## config.mk

```make
export PLATFORM = sky130hd
export DESIGN_NAME = scan_decoder_flat
export DESIGN_NICKNAME = d
export VERILOG_FILES = /design/src/rtl/scan_decoder_pkg.sv /design/src/rtl/scan_decoder_if.sv /design/src/rtl/one_hot_dec_n.sv /design/src/rtl/scan_decoder.sv /design/src/flat_wrapper.sv
export SDC_FILE = /design/constraint.sdc
export NUM_CORES = 1
export LEC_CHECK = 0
export CAP_MARGIN = 20
export CORE_ASPECT_RATIO = 1.75
export CORE_UTILIZATION = 45
export DETAILED_ROUTE_END_ITERATION = 8
export MAX_ROUTING_LAYER = met4
export PLACE_DENSITY = 0.75
export SETUP_SLACK_MARGIN = 0.5
export SYNTH_ARGS = -nofsm -noshare
export SYNTH_HDL_FRONTEND = slang
export SYNTH_SLANG_ARGS = --single-unit
```

## constraint.sdc

```tcl
create_clock -name clk -period 2.51 [get_ports clk]
set_clock_uncertainty 0.1 [all_clocks]
set_input_delay 0.502 -clock clk [delete_from_list [all_inputs] [get_ports clk]]
set_output_delay 0.502 -clock clk [all_outputs]
set_load 0.01 [all_outputs]
```

## src/rtl/scan_decoder_pkg.sv

```systemverilog
// scan_decoder_pkg: scan mode encodings shared by the decoder, its interface and benches
package scan_decoder_pkg;
   typedef enum logic [1:0] {
      MODE_DIRECT  = 2'b00,
      MODE_SCAN_UP = 2'b01,
      MODE_SCAN_DN = 2'b10,
      MODE_HOLD    = 2'b11
   } mode_t;
endpackage

```

## src/rtl/scan_decoder_if.sv

```systemverilog
// scan_decoder_if: control and decode bus of scan_decoder
// master drives g_n, mode, sel, load, dwell; slave drives dec_out_n, index, wrap
interface scan_decoder_if #(
   parameter int SEL_W   = 3,
   parameter int DWELL_W = 8
);
   import scan_decoder_pkg::*;
   localparam int OUT_W = 2**SEL_W;
   logic               g_n;
   mode_t              mode;
   logic [SEL_W-1:0]   sel;
   logic               load;
   logic [DWELL_W-1:0] dwell;
   logic [OUT_W-1:0]   dec_out_n;
   logic [SEL_W-1:0]   index;
   logic               wrap;
   modport master (output g_n, mode, sel, load, dwell, input dec_out_n, index, wrap);
   modport slave  (input g_n, mode, sel, load, dwell, output dec_out_n, index, wrap);
endinterface

```

## src/rtl/one_hot_dec_n.sv

```systemverilog
// one_hot_dec_n: combinational active-low one-hot decoder, index k pulls bit OUT_W-1-k low
// sel: index in; dec_n: active-low decode out (no enable)
module one_hot_dec_n #(
   parameter int SEL_W = 3
) (
   input  logic [SEL_W-1:0]    sel,
   output logic [2**SEL_W-1:0] dec_n
);
   assign dec_n = ~({1'b1, {(2**SEL_W-1){1'b0}}} >> sel);
endmodule

```

## src/rtl/scan_decoder.sv

```systemverilog
// scan_decoder: registered active-low decoder with direct, scanning and hold modes
// clk, rst_n (async, active-low); bus.slave: g_n/mode/sel/load/dwell in, dec_out_n/index/wrap out
module scan_decoder
   import scan_decoder_pkg::*;
#(
   parameter int SEL_W   = 3,
   parameter int DWELL_W = 8
) (
   input logic           clk,
   input logic           rst_n,
   scan_decoder_if.slave bus
);
   localparam int OUT_W = 2**SEL_W;
   logic [SEL_W-1:0]   idx, idx_n;
   logic [DWELL_W-1:0] cnt, cnt_n;
   logic [OUT_W-1:0]   dec, dec_q;
   mode_t              prev_mode;
   logic               wrap_q, wrap_n, mode_chg, scan, up, due;
   // cnt >= dwell (not ==) so a dwell lowered below the running count steps at once
   always_comb begin
      mode_chg = bus.mode != prev_mode;
      scan     = bus.mode == MODE_SCAN_UP || bus.mode == MODE_SCAN_DN;
      up       = bus.mode == MODE_SCAN_UP;
      due      = !bus.load && !mode_chg && !bus.g_n && scan && cnt >= bus.dwell;
      idx_n    = bus.load ? bus.sel : due ? (up ? idx + SEL_W'(1) : idx - SEL_W'(1)) : idx;
      cnt_n    = (bus.load || mode_chg || due) ? '0 :
                 (bus.g_n || bus.mode == MODE_HOLD) ? cnt :
                 scan ? cnt + DWELL_W'(1) : '0;
      wrap_n   = due && (up ? idx == '1 : idx == '0);
   end
   one_hot_dec_n #(.SEL_W(SEL_W)) u_dec (.sel(idx_n), .dec_n(dec));
   always_ff @(posedge clk or negedge rst_n) begin
      if (!rst_n) begin
         idx       <= '0;
         cnt       <= '0;
         prev_mode <= MODE_DIRECT;
         wrap_q    <= 1'b0;
         dec_q     <= '1;
      end else begin
         idx       <= idx_n;
         cnt       <= cnt_n;
         prev_mode <= bus.mode;
         wrap_q    <= wrap_n;
         dec_q     <= bus.g_n ? '1 : dec;
      end
   end
   assign bus.index     = idx;
   assign bus.dec_out_n = dec_q;
   assign bus.wrap      = wrap_q;
endmodule

```

## src/flat_wrapper.sv

```systemverilog
// flat-port wrapper written by rule: the top's interface ports become plain ports
module scan_decoder_flat import scan_decoder_pkg::*;
#(
   parameter int SEL_W   = 3,
   parameter int DWELL_W = 8
)
  (clk, rst_n, bus_g_n, bus_mode, bus_sel, bus_load, bus_dwell, bus_dec_out_n, bus_index, bus_wrap);
  scan_decoder_if #(.SEL_W(SEL_W), .DWELL_W(DWELL_W)) bus_i ();
  input logic clk;
  input logic rst_n;
  input wire logic [$bits(bus_i.g_n)-1:0] bus_g_n;
  input wire logic [$bits(bus_i.mode)-1:0] bus_mode;
  input wire logic [$bits(bus_i.sel)-1:0] bus_sel;
  input wire logic [$bits(bus_i.load)-1:0] bus_load;
  input wire logic [$bits(bus_i.dwell)-1:0] bus_dwell;
  output wire logic [$bits(bus_i.dec_out_n)-1:0] bus_dec_out_n;
  output wire logic [$bits(bus_i.index)-1:0] bus_index;
  output wire logic [$bits(bus_i.wrap)-1:0] bus_wrap;
  assign bus_i.g_n = bus_g_n;
  assign bus_i.mode = bus_mode;
  assign bus_i.sel = bus_sel;
  assign bus_i.load = bus_load;
  assign bus_i.dwell = bus_dwell;
  assign bus_dec_out_n = bus_i.dec_out_n;
  assign bus_index = bus_i.index;
  assign bus_wrap = bus_i.wrap;
  scan_decoder #(.SEL_W(SEL_W), .DWELL_W(DWELL_W)) u_core (.clk(clk), .rst_n(rst_n), .bus(bus_i));
endmodule
```

==> results.md <==
- Met3 wire length: 130 um
- Cell Int Power: 702 uW
- Min-Delay Startpoint: u_core.cnt[7]$_DFFE_PN0P_
- P_sw: 245 uW
- Clock network fraction of design power: 0.357
- Top_reg_cell synth: dfrtp_1
- PD cells: 450 nW/um^2
- Synth Instances: 139
- Largest family of logic cells by synthesized area: simple AND/OR/NAND/NOR gates
- Proportion of synthesized area in mux cells: 0.0182
- Comb power frac: 0.235
- Ranking of synthesized cells by area: dfrtp_1 (26%), dfstp_2 (15%), ha_1 (10%), inv_1 (3.6%), nor2_1 (3.3%)
- Least-Margin Pin Slew: 0.310 ns
- Clock tree buffer depth: 2
- Root Buffer: clkbuf_8
- Top Ports: 29
- Ant. Diodes: 0
- Sw Ratio: 0.259
- Fmax: 0.418 GHz
- H-tree Lvls: 1
- Critical path type: reg2reg
- Hold slack final: 0.459 ns
- Number of synthesized flops with an enable pin: 0
- Syn Area/Cell: 9.87 um^2
- Hold EP: u_core.cnt[7]$_DFFE_PN0P_
- Final WL: 3750 um
- GRT Total Usage: 0.253
- Status: complete, but fails checks
- Compound-cell area share of the yosys netlist: 0.186
- Antenna-violating nets left: 0
- Failing checks: design-rule violations
- Slowest library cell on the worst path: or3b_4
- Post-synthesis async set-or-reset flop share: 1.00
- Max stage delay on crit path: 0.42 ns
- Initial Util: 0.474
- Final setup vio count: 0
- P&R area growth vs syn: 53.3%
- RSZ-0062 raised after global routing: yes
- Fillers: 209
- Vias per cell: 5.76
- R2R setup slack: 0.12 ns
- Buffers added on ports: 28
- Critical path, cell by cell: inv_2 > ha_4 > nand2b_4 > a211oi_4 > o311a_4 > o211ai_2 > or3b_4 > nor4b_4 > nand2_1
- Count of state elements after synthesis: 22
- WP data required: 2.59 ns
- Pin count of the biggest net entering global routing: 23
- Vias in the first global route: 1298
- Num rows: 26
- Synth top area share: 0.255
- Relative slew slack: 0.794
- Tcrit/Tclk final: 0.953
- Crit path launch type: flip-flop
- Top-count cell post-synth: dfrtp_1
- List of most frequent post-synthesis cells: dfrtp_1 (14), inv_1 (13), nor2_1 (12)
- Max-cap violations: 0
- Die width: 43.8 um
- DRT met1 WL: 1280 um
- Via Count: 1245
- Number of library cell types mapped by synthesis: 42
- Maximum VDD drop: 380 uV
- CTS tree: yes
- FF-to-FF End: u_core.bus.dec_out_n[5]$_DFF_PN1_
- Setup crit end kind: flip-flop
- Num CTS Buffers: 3
- Clock Sinks: 22
- Pleak: 0.887 nW
- Post-layout min period: 2.39 ns
- Drt first pass iters: 6
- Max-slew violations: 0
- Area after DPL: 1900 um^2
- DIE HEIGHT: 75.1 um
- Overall power: 946 uW
- Share of the yosys chip area belonging to registers: 0.408
- Syn_nets: 168
- Initial antenna violation count: 0
- DRT iter0 DRCs: 27
- Post-layout nets: 218
- Worst reg2reg startpoint: u_core.cnt[0]$_DFFE_PN0P_
- Share of layout cells above drive strength 1: 0.415
- GRT Residual Overflow: 0
- Clock transition at the registers of the reported paths: 0.09 ns
- Die Area: 3280 um^2
- Synth Area in Simple Gates: 0.201
- DRC: 3
- First-pass GRT wire length: 5820 um
- Final Cell Area: 2100 um^2
- Synth warn: 0
- Area occupied by multi-input gates: 947 um^2
- XOR/XNOR Fraction of Synth Area: 0.0191
- Sequential Power Share: 0.408
- Gpl congestion: 0.906
- Register-to-Register Path Depth: 9
- Synthesized cell area: 1370 um^2
- Area leader, netlist: dfrtp_1
- Setup TNS Final: 0 ns
- DP HPWL: 2820 um
- WL met2: 2250 um
- Critical path peak fanout: 5
- Worst hold path stage count: 1
- Synth Area in Adders: 0.115
- Clock latency at the later pin of the worst-skew pair: 0.27 ns
- Critical path arrival: 2.47 ns
- Worst hold path type: reg2reg
- Core outline area: 2900 um^2
- Final hold vios: 0
- WL per Instance: 17.4 um
- Uppermost layer routed: met4
- Register area: 561 um^2
## worst max-delay path, delay by kind of cell, from the launching register on
kind	cells	cell delay, ns
adder cells (fa/ha/maj)	1	0.25
AO/OA/AOI/OAI	3	0.61
buffers and inverters	1	0.06
flip-flops	1	0.37
AND/OR/NAND/NOR	4	0.92
## cell usage in the layout (no fill, tap or decap), types with 6 or more instances in the layout
cell type / n
buf_4: 19
clkdlybuf4s50_1: 18
inv_2: 6
ha_4: 8
nor2_1: 8
dlygate4sd2_1: 8
nand2_1: 9
dfstp_2: 8
dfrtp_1: 14
## power by group through the flow
stage	combinational (mW)	sequential [mW]	clock, mW
2_1_floorplan	0.0977	0.395	0
3_3_place_gp	0.195	0.392	0
3_5_place_dp	0.202	0.392	0
4_1_cts	0.220	0.386	0.338
5_1_grt	0.241	0.388	0.351
6_report	0.223	0.386	0.338
## state kept, by name, indices dropped and copies added, names as in the netlist
signal / count
u_core.bus.dec_out_n: 8
u_core.bus.wrap: 1
u_core.bus.index: 3
u_core.cnt: 8
u_core.prev_mode: 2
## through the flow
step / setup WS (ns) / std cells / utilization
after detailed placement: -0.592 / 209 / 0.658
after floorplan: 0.122 / 139 / -
final: 0.118 / 216 / 0.727
after global placement: -0.539 / 209 / 0.658
after CTS: 0.113 / 214 / 0.717
after global routing: 0.0455 / 216 / 0.727
## metal layers
metal,GRT usage,vias to the layer above
met4,0.108,0
met1,0.223,616
met2,0.516,32
met3,0.0192,7
met5,-,-
li1,-,590
## worst max path at each step
stage                              start                                 to  slack, ns  cells after the start
6_report       u_core.cnt[0]$_DFFE_PN0P_  u_core.bus.dec_out_n[5]$_DFF_PN1_       0.12                      9
5_1_grt        u_core.cnt[0]$_DFFE_PN0P_  u_core.bus.dec_out_n[4]$_DFF_PN1_       0.05                      9
4_1_cts        u_core.cnt[0]$_DFFE_PN0P_  u_core.bus.dec_out_n[5]$_DFF_PN1_       0.11                      9
3_5_place_dp                bus_dwell[4]  u_core.bus.dec_out_n[5]$_DFF_PN1_      -0.59                     10
3_3_place_gp                bus_dwell[4]  u_core.bus.dec_out_n[5]$_DFF_PN1_      -0.54                     10
2_1_floorplan               bus_dwell[4]  u_core.bus.dec_out_n[5]$_DFF_PN1_       0.12                     10
## area by class of cell
class | count | share of cell area
clock buffers | 3 | 0.0196
clock inverters | 1 | 0.0143
inverters | 14 | 0.0309
multi-input cells | 99 | 0.450
flip-flops and latches | 22 | 0.266
well taps | 28 | 0.0166
repair buffers | 49 | 0.202
## kinds of logic (layout without fill, tap and decap cells)
group / count (synthesis) / count (layout)
buf+inv: 18 / 67
mux: 2 / 2
fa+ha+maj: 12 / 12
flops: 22 / 22
xor+xnor: 3 / 3
simple gates: 50 / 50
compound gates: 32 / 32
## timing repair
item,CTS,global route
hold buffers,0,0
gates resized for setup,39,3
buffers inserted,1,2
setup endpoints to repair,20,19
pin swaps,22,9
(Power assumes the default switching activity.)
